File: config.mk
export PLATFORM = sky130hd
export DESIGN_NAME = mp3_play_ctrl_flat
export DESIGN_NICKNAME = d
export VERILOG_FILES = /design/src/rtl/mp3_play_ctrl_pkg.sv /design/src/rtl/mp3_play_ctrl_if.sv /design/src/rtl/mp3_play_ctrl_btn_debounce.sv /design/src/rtl/mp3_play_ctrl.sv /design/src/flat_wrapper.sv
export SDC_FILE = /design/constraint.sdc
export NUM_CORES = 1
export LEC_CHECK = 0
export ABC_CLOCK_PERIOD_IN_PS = 2300
export CAP_MARGIN = 5
export CORE_MARGIN = 2
export CORE_UTILIZATION = 53
export CTS_CLUSTER_DIAMETER = 200
export CTS_CLUSTER_SIZE = 28
export DETAILED_ROUTE_END_ITERATION = 7
export GPL_TIMING_DRIVEN = 0
export PLACE_DENSITY = 0.84
export SKIP_CTS_REPAIR_TIMING = 1
export SYNTH_ARGS = -nofsm -noshare
export SYNTH_HDL_FRONTEND = slang
export SYNTH_SLANG_ARGS = --single-unit
File: constraint.sdc
create_clock -name clk_div -period 2.3 [get_ports clk_div]
set_input_delay 0.23 -clock clk_div [delete_from_list [all_inputs] [get_ports clk_div]]
set_output_delay 0.23 -clock clk_div [all_outputs]
set_load 0.005 [all_outputs]
File: src/rtl/mp3_play_ctrl_pkg.sv
// Shared definitions for the MP3 playback control front end: FSM encoding,
// default volume constants and the level-to-SCI_VOL mapping.
package mp3_play_ctrl_pkg;

  typedef enum logic [1:0] {
    ST_IDLE    = 2'd0,
    ST_PULSE   = 2'd1,
    ST_HOLDOFF = 2'd2
  } state_t;

  localparam int ATT_STEP_DEF   = 16;
  localparam int VOL_LEVELS_DEF = 16;

  localparam int BTN_NEXT   = 0;
  localparam int BTN_PREV   = 1;
  localparam int BTN_VOLUP  = 2;
  localparam int BTN_VOLDN  = 3;
  localparam int BTN_REPLAY = 4;

  // Same attenuation on both channels; the product wraps to 8 bits.
  function automatic logic [15:0] vol_from_level(input logic [3:0] lvl, input int att);
    logic [7:0] a;
    a = 8'((15 - int'(lvl)) * att);
    return {a, a};
  endfunction

endpackage

File: src/rtl/mp3_play_ctrl_if.sv
// Engine-facing bundle: song select, volume, restart request and status.
interface mp3_play_ctrl_if;
  logic [4:0]  current;
  logic [15:0] vol;
  logic [3:0]  level;
  logic        iState;
  logic        busy;

  modport master (output current, vol, level, iState, busy);
  modport slave  (input  current, vol, level, iState, busy);
endinterface

File: src/rtl/mp3_play_ctrl_btn_debounce.sv
// Push-button conditioner: 2-FF synchroniser, stability counter, and a
// one-cycle press strobe on the accepted 0->1 transition.
module btn_debounce #(
  parameter int DEBOUNCE_CYC = 20000
) (
  input  logic clk_div,
  input  logic RST,
  input  logic raw,
  output logic level,
  output logic press
);

  localparam int CW = (DEBOUNCE_CYC > 1) ? $clog2(DEBOUNCE_CYC) : 1;
  localparam logic [CW-1:0] CNT_LAST = CW'(DEBOUNCE_CYC - 1);

  logic          r_s1;
  logic          r_s2;
  logic          r_level;
  logic [CW-1:0] r_cnt;
  logic          w_settled;

  // Strobe is combinational so the caller acts on the same edge the level flips.
  assign w_settled = (r_s2 != r_level) && (r_cnt == CNT_LAST);
  assign press     = w_settled && r_s2;
  assign level     = r_level;

  always_ff @(posedge clk_div) begin
    if (!RST) begin
      r_s1    <= 1'b0;
      r_s2    <= 1'b0;
      r_level <= 1'b0;
      r_cnt   <= '0;
    end else begin
      r_s1 <= raw;
      r_s2 <= r_s1;
      if (r_s2 == r_level) begin
        r_cnt <= '0;
      end else if (w_settled) begin
        r_level <= r_s2;
        r_cnt   <= '0;
      end else begin
        r_cnt <= r_cnt + 1'b1;
      end
    end
  end

endmodule

File: src/rtl/mp3_play_ctrl.sv
// User control for the VS1003B engine: debounced buttons drive song index and
// volume, and each accepted change raises one restart pulse on iState.
module mp3_play_ctrl
  import mp3_play_ctrl_pkg::*;
#(
  parameter int DEBOUNCE_CYC = 20000,
  parameter int SONG_NUM     = 8,
  parameter int VOL_LEVELS   = VOL_LEVELS_DEF,
  parameter int DEF_LEVEL    = 8,
  parameter int ATT_STEP     = ATT_STEP_DEF,
  parameter int PULSE_LEN    = 4,
  parameter int HOLDOFF      = 1000
) (
  input  logic            clk_div,
  input  logic            RST,
  input  logic            btn_next,
  input  logic            btn_prev,
  input  logic            btn_vol_up,
  input  logic            btn_vol_dn,
  input  logic            btn_replay,
  mp3_play_ctrl_if.master eng
);

  localparam int CNT_MAX = (PULSE_LEN > HOLDOFF) ? PULSE_LEN : HOLDOFF;
  localparam int CW      = $clog2(CNT_MAX + 1);
  localparam logic [CW-1:0] PULSE_LAST = CW'(PULSE_LEN - 1);
  localparam logic [CW-1:0] HOLD_LAST  = CW'(HOLDOFF - 1);
  localparam logic [4:0]    SONG_LAST  = 5'(SONG_NUM - 1);
  localparam logic [3:0]    LVL_MAX    = 4'(VOL_LEVELS - 1);
  localparam logic [3:0]    LVL_DEF    = 4'(DEF_LEVEL);

  logic [4:0]    w_raw;
  logic [4:0]    w_press;
  logic          w_next;
  logic          w_prev;
  logic          w_up;
  logic          w_dn;
  logic          w_accept;

  logic [4:0]    r_current;
  logic [3:0]    r_level;
  logic [15:0]   r_vol;
  state_t        r_state;
  logic [CW-1:0] r_cnt;
  logic          r_istate;
  logic          r_busy;
  logic          r_pending;

  assign w_raw = {btn_replay, btn_vol_dn, btn_vol_up, btn_prev, btn_next};

  for (genvar g = 0; g < 5; g++) begin : g_btn
    btn_debounce #(.DEBOUNCE_CYC(DEBOUNCE_CYC)) u_deb (
      .clk_div (clk_div),
      .RST     (RST),
      .raw     (w_raw[g]),
      .level   (),
      .press   (w_press[g])
    );
  end

  // Opposing presses in one cycle cancel; a saturated volume press is dropped.
  assign w_next   = w_press[BTN_NEXT]  & ~w_press[BTN_PREV];
  assign w_prev   = w_press[BTN_PREV]  & ~w_press[BTN_NEXT];
  assign w_up     = w_press[BTN_VOLUP] & ~w_press[BTN_VOLDN] & (r_level != LVL_MAX);
  assign w_dn     = w_press[BTN_VOLDN] & ~w_press[BTN_VOLUP] & (r_level != 4'd0);
  assign w_accept = w_next | w_prev | w_up | w_dn | w_press[BTN_REPLAY];

  always_ff @(posedge clk_div) begin
    if (!RST) begin
      r_current <= '0;
      r_level   <= LVL_DEF;
      r_vol     <= vol_from_level(LVL_DEF, ATT_STEP);
    end else begin
      if (w_next) begin
        r_current <= (r_current == SONG_LAST) ? 5'd0 : r_current + 5'd1;
      end else if (w_prev) begin
        r_current <= (r_current == 5'd0) ? SONG_LAST : r_current - 5'd1;
      end
      if (w_up) begin
        r_level <= r_level + 4'd1;
        r_vol   <= vol_from_level(r_level + 4'd1, ATT_STEP);
      end else if (w_dn) begin
        r_level <= r_level - 4'd1;
        r_vol   <= vol_from_level(r_level - 4'd1, ATT_STEP);
      end
    end
  end

  // Requests arriving while busy collapse into the single pending flag.
  always_ff @(posedge clk_div) begin
    if (!RST) begin
      r_state   <= ST_IDLE;
      r_cnt     <= '0;
      r_istate  <= 1'b0;
      r_busy    <= 1'b0;
      r_pending <= 1'b0;
    end else begin
      if (r_state == ST_IDLE && r_pending) begin
        r_pending <= 1'b0;
      end else if (w_accept) begin
        r_pending <= 1'b1;
      end
      case (r_state)
        ST_IDLE: begin
          if (r_pending) begin
            r_istate <= 1'b1;
            r_busy   <= 1'b1;
            r_cnt    <= '0;
            r_state  <= ST_PULSE;
          end
        end
        ST_PULSE: begin
          if (r_cnt == PULSE_LAST) begin
            r_istate <= 1'b0;
            r_cnt    <= '0;
            r_state  <= ST_HOLDOFF;
          end else begin
            r_cnt <= r_cnt + 1'b1;
          end
        end
        ST_HOLDOFF: begin
          if (r_cnt == HOLD_LAST) begin
            r_busy  <= 1'b0;
            r_cnt   <= '0;
            r_state <= ST_IDLE;
          end else begin
            r_cnt <= r_cnt + 1'b1;
          end
        end
        default: begin
          r_istate <= 1'b0;
          r_busy   <= 1'b0;
          r_cnt    <= '0;
          r_state  <= ST_IDLE;
        end
      endcase
    end
  end

  assign eng.current = r_current;
  assign eng.level   = r_level;
  assign eng.vol     = r_vol;
  assign eng.iState  = r_istate;
  assign eng.busy    = r_busy;

endmodule

File: src/flat_wrapper.sv
// flat-port wrapper written by rule: the top's interface ports become plain ports
module mp3_play_ctrl_flat import mp3_play_ctrl_pkg::*;
#(
  parameter int DEBOUNCE_CYC = 20000,
  parameter int SONG_NUM     = 8,
  parameter int VOL_LEVELS   = VOL_LEVELS_DEF,
  parameter int DEF_LEVEL    = 8,
  parameter int ATT_STEP     = ATT_STEP_DEF,
  parameter int PULSE_LEN    = 4,
  parameter int HOLDOFF      = 1000
)
  (clk_div, RST, btn_next, btn_prev, btn_vol_up, btn_vol_dn, btn_replay, eng_current, eng_vol, eng_level, eng_iState, eng_busy);
  mp3_play_ctrl_if eng_i ();
  input  logic clk_div;
  input  logic RST;
  input  logic btn_next;
  input  logic btn_prev;
  input  logic btn_vol_up;
  input  logic btn_vol_dn;
  input  logic btn_replay;
  output wire logic [$bits(eng_i.current)-1:0] eng_current;
  output wire logic [$bits(eng_i.vol)-1:0] eng_vol;
  output wire logic [$bits(eng_i.level)-1:0] eng_level;
  output wire logic [$bits(eng_i.iState)-1:0] eng_iState;
  output wire logic [$bits(eng_i.busy)-1:0] eng_busy;
  assign eng_current = eng_i.current;
  assign eng_vol = eng_i.vol;
  assign eng_level = eng_i.level;
  assign eng_iState = eng_i.iState;
  assign eng_busy = eng_i.busy;
  mp3_play_ctrl #(.DEBOUNCE_CYC(DEBOUNCE_CYC), .SONG_NUM(SONG_NUM), .VOL_LEVELS(VOL_LEVELS), .DEF_LEVEL(DEF_LEVEL), .ATT_STEP(ATT_STEP), .PULSE_LEN(PULSE_LEN), .HOLDOFF(HOLDOFF)) u_core (.clk_div(clk_div), .RST(RST), .btn_next(btn_next), .btn_prev(btn_prev), .btn_vol_up(btn_vol_up), .btn_vol_dn(btn_vol_dn), .btn_replay(btn_replay), .eng(eng_i));
endmodule
* Word-level counts from Yosys, hierarchy flattened
Cells that the tools add are included.
Operators by class: add/subtract/negate cells 12, equality and inequality tests 24, mux-type cells 21, bitwise operators 22, reductions and logical operators 30
Operators with widths (count):
- 15-bit by 1-bit adder with 15-bit output, second input constant | 5
- 15-bit == test, second input constant | 5
- 16-bit 2-to-1 mux | 2
- 10-bit 2-to-1 mux | 3
- 10-bit one-hot mux with 3 select lines | 1
- 5-bit 2-to-1 mux | 4
- 3-bit OR reduction | 5
- 1-bit NOT | 12
- 1-bit logical AND | 11
- 10-bit by 1-bit adder with 10-bit output, second input constant | 1
- 10-bit == test, second input constant | 1
- 10-bit by 2-bit == test with 1-bit output, second input constant | 1
- 2-bit AND reduction | 5
- 3-bit AND reduction | 3
- 4-bit 2-to-1 mux | 2
- 4-bit subtractor, first input constant | 2
- 1-bit bitwise AND | 6
- 2-bit 2-to-1 mux | 3
- 2-bit by 1-bit inequality test with 1-bit output, second input constant | 3
- 1-bit one-hot mux with 3 select lines | 2
- 2-bit one-hot mux with 3 select lines | 1
- 5-bit by 1-bit adder with 5-bit output, second input constant | 1
- 1-bit == test | 5
- 5-bit by 3-bit == test with 1-bit output, second input constant | 1
- other kinds (14) | 24
Word-level totals: bits in registers 122, input bits 7, logic and storage cells 137

* Depth between registers and ports, before layout
depth after elaboration 9, mapped depth 11

* Cells and area by module
Synthesis repeated with hierarchy kept, for this count alone.
Unflattened totals: cell total of the unflattened synthesis 649, area, all modules 5681.7 um2
Modules (own cells, without submodules):
- btn_debounce | instances 5, cells each 87, area an instance 783.3 um2, seq. area each 360.3 um2
- mp3_play_ctrl | instances 1, cells each 214, area an instance 1765.4 um2, seq. area each 560.5 um2

* Least setup slack after synthesis
OpenSTA, ideal clock, no wires.
path type reg-to-reg, start point reg u_core.g_btn[2].u_deb.r_cnt[0], end point reg u_core.r_vol[7] (netlist: u_core.eng.vol[7]), setup time 116 ps, data arrival time 2387 ps, slack -203 ps, stages on the path, launching flop included 8, path buffers 0, clock period less this slack 2503 ps, cells stage by stage dfxtp_1 -> ha_1 -> and4_1 -> nand2_1 -> a2111oi_0 -> mux2i_1 -> xor2_1 -> o211a_1
Between the ends: word-level cells in the longest chain between the ends 7, elaborated cells between the ends (all ways) 10
Ends and longest elaborated chain:
- start: declaration | RTL line mp3_play_ctrl_btn_debounce.sv:19 | logic [CW-1:0] r_cnt;
- start signal: assignment | RTL line mp3_play_ctrl_btn_debounce.sv:42 | r_cnt <= r_cnt + 1'b1;
- 15-bit == test * | RTL line mp3_play_ctrl_btn_debounce.sv:23 | assign w_settled = (r_s2 != r_level) && (r_cnt == CNT_LAST);
- 1-bit logical AND * | RTL line mp3_play_ctrl_btn_debounce.sv:23
- 1-bit logical AND * | RTL line mp3_play_ctrl_btn_debounce.sv:24 | assign press = w_settled && r_s2;
- 1-bit NOT | RTL line mp3_play_ctrl.sv:65 | assign w_dn = w_press[BTN_VOLDN] & ~w_press[BTN_VOLUP] & (r_level != 4'd0);
- 1-bit bitwise AND (2 in series) | RTL line mp3_play_ctrl.sv:65
- 2-bit nonzero test (no source line)
- end signal: assignment | RTL line mp3_play_ctrl.sv:72 | r_vol <= vol_from_level(LVL_DEF, ATT_STEP);
- end signal: assignment | RTL line mp3_play_ctrl.sv:81 | r_vol <= vol_from_level(r_level + 4'd1, ATT_STEP);
- end signal: assignment | RTL line mp3_play_ctrl.sv:84 | r_vol <= vol_from_level(r_level - 4'd1, ATT_STEP);
- end: declaration | RTL line mp3_play_ctrl.sv:42 | logic [15:0] r_vol;
Every way passes the cells marked *; elsewhere a longest branch is shown, timed or not. A chain may end at the register's enable or synchronous reset.

* Worst setup path after layout
start point reg u_core.g_btn[3].u_deb.r_cnt[13], end point reg u_core.r_vol[14] (netlist: u_core.eng.vol[14])
Between the ends: word-level cells in the longest chain between the ends 7, elaborated cells between the ends (all ways) 10
Ends and longest elaborated chain:
- start: declaration | RTL line mp3_play_ctrl_btn_debounce.sv:19
- start signal: assignment | RTL line mp3_play_ctrl_btn_debounce.sv:42
- 15-bit == test * | RTL line mp3_play_ctrl_btn_debounce.sv:23
- 1-bit logical AND * | RTL line mp3_play_ctrl_btn_debounce.sv:23
- 1-bit logical AND * | RTL line mp3_play_ctrl_btn_debounce.sv:24
- 1-bit NOT | RTL line mp3_play_ctrl.sv:64 | assign w_up = w_press[BTN_VOLUP] & ~w_press[BTN_VOLDN] & (r_level != LVL_MAX);
- 1-bit bitwise AND (2 in series) | RTL line mp3_play_ctrl.sv:64
- 16-bit 2-to-1 mux or 2-bit nonzero test (tied branches)
Marks and branches as above.

==> results.md <==
* **footprint of the flip-flops and latches** 2380 sq um
* **post-synthesis register bit count** 118
* **fraction of layout instances using a drive strength above 1** 15.0%
* **leakage power summed over all cells** 2.43 nW
* **setup repair after global routing missed its margin** true
* **area of the multi-input gates** 2920 sq um
* **data required time at the worst endpoint** 2710 ps
* **Cell Rows** 36
* **vertical die dimension** 104 um
* **maximum level of the CTS H-tree** 4
* **fill count** 699
* **gate count after technology mapping** 601
* **starting utilization of the core area** 54.5%
* **Max Slew Vio Count** 0
* **vias in the first global route** 4,283
* **sequential power share** 43.2%
* **core area** 9730 sq um
* **number of search-and-repair iterations in the first detailed-routing pass** 5
* **Post-Route Skew** 7.00 ps
* **arrival time at the worst endpoint** 2950 ps
* **number of distinct standard cells referenced by the synthesized netlist** 53
* **Synthesis Warnings** 0
* **async set or reset register ratio after synthesis** 0%
* **fraction of power consumed by combinational cells** 2.8%
* **Detailed Place HPWL** 7530 um
* **Post-synth EDFFs** 0
* **most frequent cells in the layout** nor2_1, dfxtp_1, xor2_1
* **pre-CTS setup slack** -391 ps
* **total power consumption of the routed design** 4.80 mW
* **number of antenna violations at the first check in global routing** 0
* **antenna violation net count after detailed routing** 0
* **endpoints failing hold** 0
* **number of clock sinks seen by CTS** 118
* **# nets final** 683
* **highest-delay cell along the critical path** or4_4
* **Slew Limit Headroom** 60.6%
* **Critical Path, Cell by Cell** or4b_4 -> or4_4 -> nor3b_4 -> or3b_4 -> o211ai_1 -> a221o_1
* **routed wire length** 12,200 um
* **actual slew at the worst max-slew pin** 591 ps
* **post-route clock period utilization** 111%
* **first-pass GRT wire length** 19,100 um
* **cell class contributing the biggest share of worst-path delay** simple AND/OR/NAND/NOR gates
* **overall track demand over capacity in global routing** 21.6%
* **total congestion overflow after global routing** 0
* **DP Cell Count** 766
* **Setup TNS** -1130 ps
* **source-to-sink clock delay at the later pin of the worst-skew pair** 530 ps
* **power per cell area** 724 nW/um^2
* **average cell area after synthesis** 8.83 sq um
* **CTS clock-pin slew for the worst setup and hold paths** 60 ps
* **Iteration-0 DRC Markers** 228
* **detailed-route DRC error count** 0
* **internal power** 3.81 mW
* **placer's final routability congestion estimate** 0.856
* **number of buffers and inverters on the critical path** 0
* **number of standard cells in the layout, taps in and fillers out** 808
* **sw frac** 20.7%
* **summed area of non-filler cells in the final layout** 6630 sq um
* **vias per std cell** 5.56
* **total die area** 10,800 sq um
* **endpoint type of the worst setup path** flop
* **Most used DFF post-synth** dfxtp_1
* **number of antenna repair diodes** 0
* **worst hold slack across all endpoints** 301 ps
* **Worst Setup Slack, final** -246 ps
* **switching power** 0.992 mW
* **# IOs** 34
* **end-of-flow core utilization** 68.2%
* **Max stage delay on crit path** 580 ps
* **clock tree from TritonCTS** built
* **number of maximum-capacitance violations** 0
* **reg2reg start** u_core.g_btn[3].u_deb.r_cnt[13]
* **number of buffers inserted during clock tree synthesis** 17
* **most common cell after layout, fill and taps aside** nor2_1
* **Longest Clk Path Bufs** 2
* **total cell area at the placement stage** 5760 sq um
* **FMAX** 393 MHz
* **Final setup violation count** 9
* **fraction of the yosys area taken by sequential cells** 44.5%
* **startpoint of the worst setup timing path** u_core.g_btn[3].u_deb.r_cnt[13]
* **layout overhead on the synthesized area** 25.1%
* **worst IR drop on VDD** 0.639 mV
* **class of the worst hold path** in2reg
* **failing checks** setup timing
* **WL/cell** 15.1 um
* **min Tclk post-route** 2550 ps
* **Critical Path Fanout Max** 6
* **origin of the worst min-delay path** btn_vol_up
* **critical path startpoint category** flop
* **Die Width** 104 um
* **maximum number of pins on one net before global-route repair** 17
* **Root Buffer Master** clkbuf_8
* **netlist area before placement** 5300 sq um
* **IO buf count** 25
* **run status** complete, but fails checks
* **Worst Setup Path Type** reg2reg
* **vias post-DR** 4,494
* **share of total power in the clock network** 53.9%
==> cells by family (layout without fill, tap and decap cells) <==
logic type,Yosys count,in the layout,share of synthesized area (%)
AO/OA/AOI/OAI,40,40,5.40
multiplexers,5,5,0.967
flip-flops,118,118,44.5
adder cells (fa/ha/maj),14,14,3.30
buffers and inverters,51,117,4.46
XOR/XNOR,84,84,13.9
other,1,8,0.0707
AND/OR/NAND/NOR,288,289,27.4
==> layout make-up <==
| type | count | share of cell area, % |
|---|---|---|
| plain buffers | 25 | 2.26 |
| multi-input cells | 440 | 44.0 |
| well taps | 133 | 2.51 |
| clock buffers | 22 | 6.83 |
| flip-flops and latches | 118 | 35.9 |
| clock inverters | 10 | 1.92 |
| inverters | 22 | 1.24 |
| repair buffers | 38 | 5.30 |
==> synthesized netlist by cell type (2+ instances only) <==
cell type	instances	area (sq um)
xnor2_1	30	263
nor2b_1	3	18.8
nand2_1	36	135
nor2_1	112	420
buf_4	12	90.1
or3_1	2	12.5
nor4_1	2	12.5
o21ai_0	5	25.0
o211a_1	2	20.0
clkbuf_1	17	63.8
inv_1	21	78.8
and3_1	17	106
dfxtp_1	118	2360
o211ai_1	2	15.0
mux2i_1	4	40.0
nand3_1	41	205
a31oi_1	2	12.5
a311o_1	3	30.0
nand4_1	19	119
a21oi_1	12	60.1
or3b_2	2	17.5
ha_1	14	175
a211oi_1	4	30.0
nand2b_1	7	43.8
xor2_1	54	473
and4_1	3	26.3
nor4b_1	7	61.3
or4_1	3	22.5
nor3_1	11	55.1
and2_1	13	81.3
==> flip-flops by register name, summed over array words and instances (netlist names), 4 cells and up <==
signal,cells
u_core.eng.level,4
u_core.g_btn.u_deb.r_s2,5
u_core.eng.vol,4
u_core.g_btn.u_deb.r_cnt,75
u_core.r_cnt,10
u_core.eng.current,5
u_core.g_btn.u_deb.r_s1,5
u_core.g_btn.u_deb.level,5
==> path summary, 6_finish.rpt <==
| path | to | slack (ps) | depth (start not counted) |
|---|---|---|---|
| min | u_core.g_btn[2].u_deb.r_s1 | 300 | 2 |
| min reg2reg | u_core.g_btn[0].u_deb.r_cnt[0] | 430 | 1 |
| max | u_core.eng.vol[14] | -250 | 6 |
| max reg2reg | u_core.eng.vol[14] | -250 | 6 |
==> power by group through the flow <==
stage	combinational, mW	sequential, mW	clock (mW)
after floorplan	0.0885	2.12	0
after global placement	0.118	2.12	0
after detailed placement	0.122	2.12	0
after CTS	0.124	2.08	2.60
after global routing	0.148	2.08	2.70
final	0.137	2.08	2.59
==> per-layer routing <==
layer  wire length [um]  GRT usage (%)  vias to the layer above
met5                  0              0                        -
met4                374           10.5                        0
met3                610           5.45                       38
met2               6180           38.3                      151
met1               5050           24.1                     2165
li1                   -              -                     2140
(Power assumes the default switching activity.)
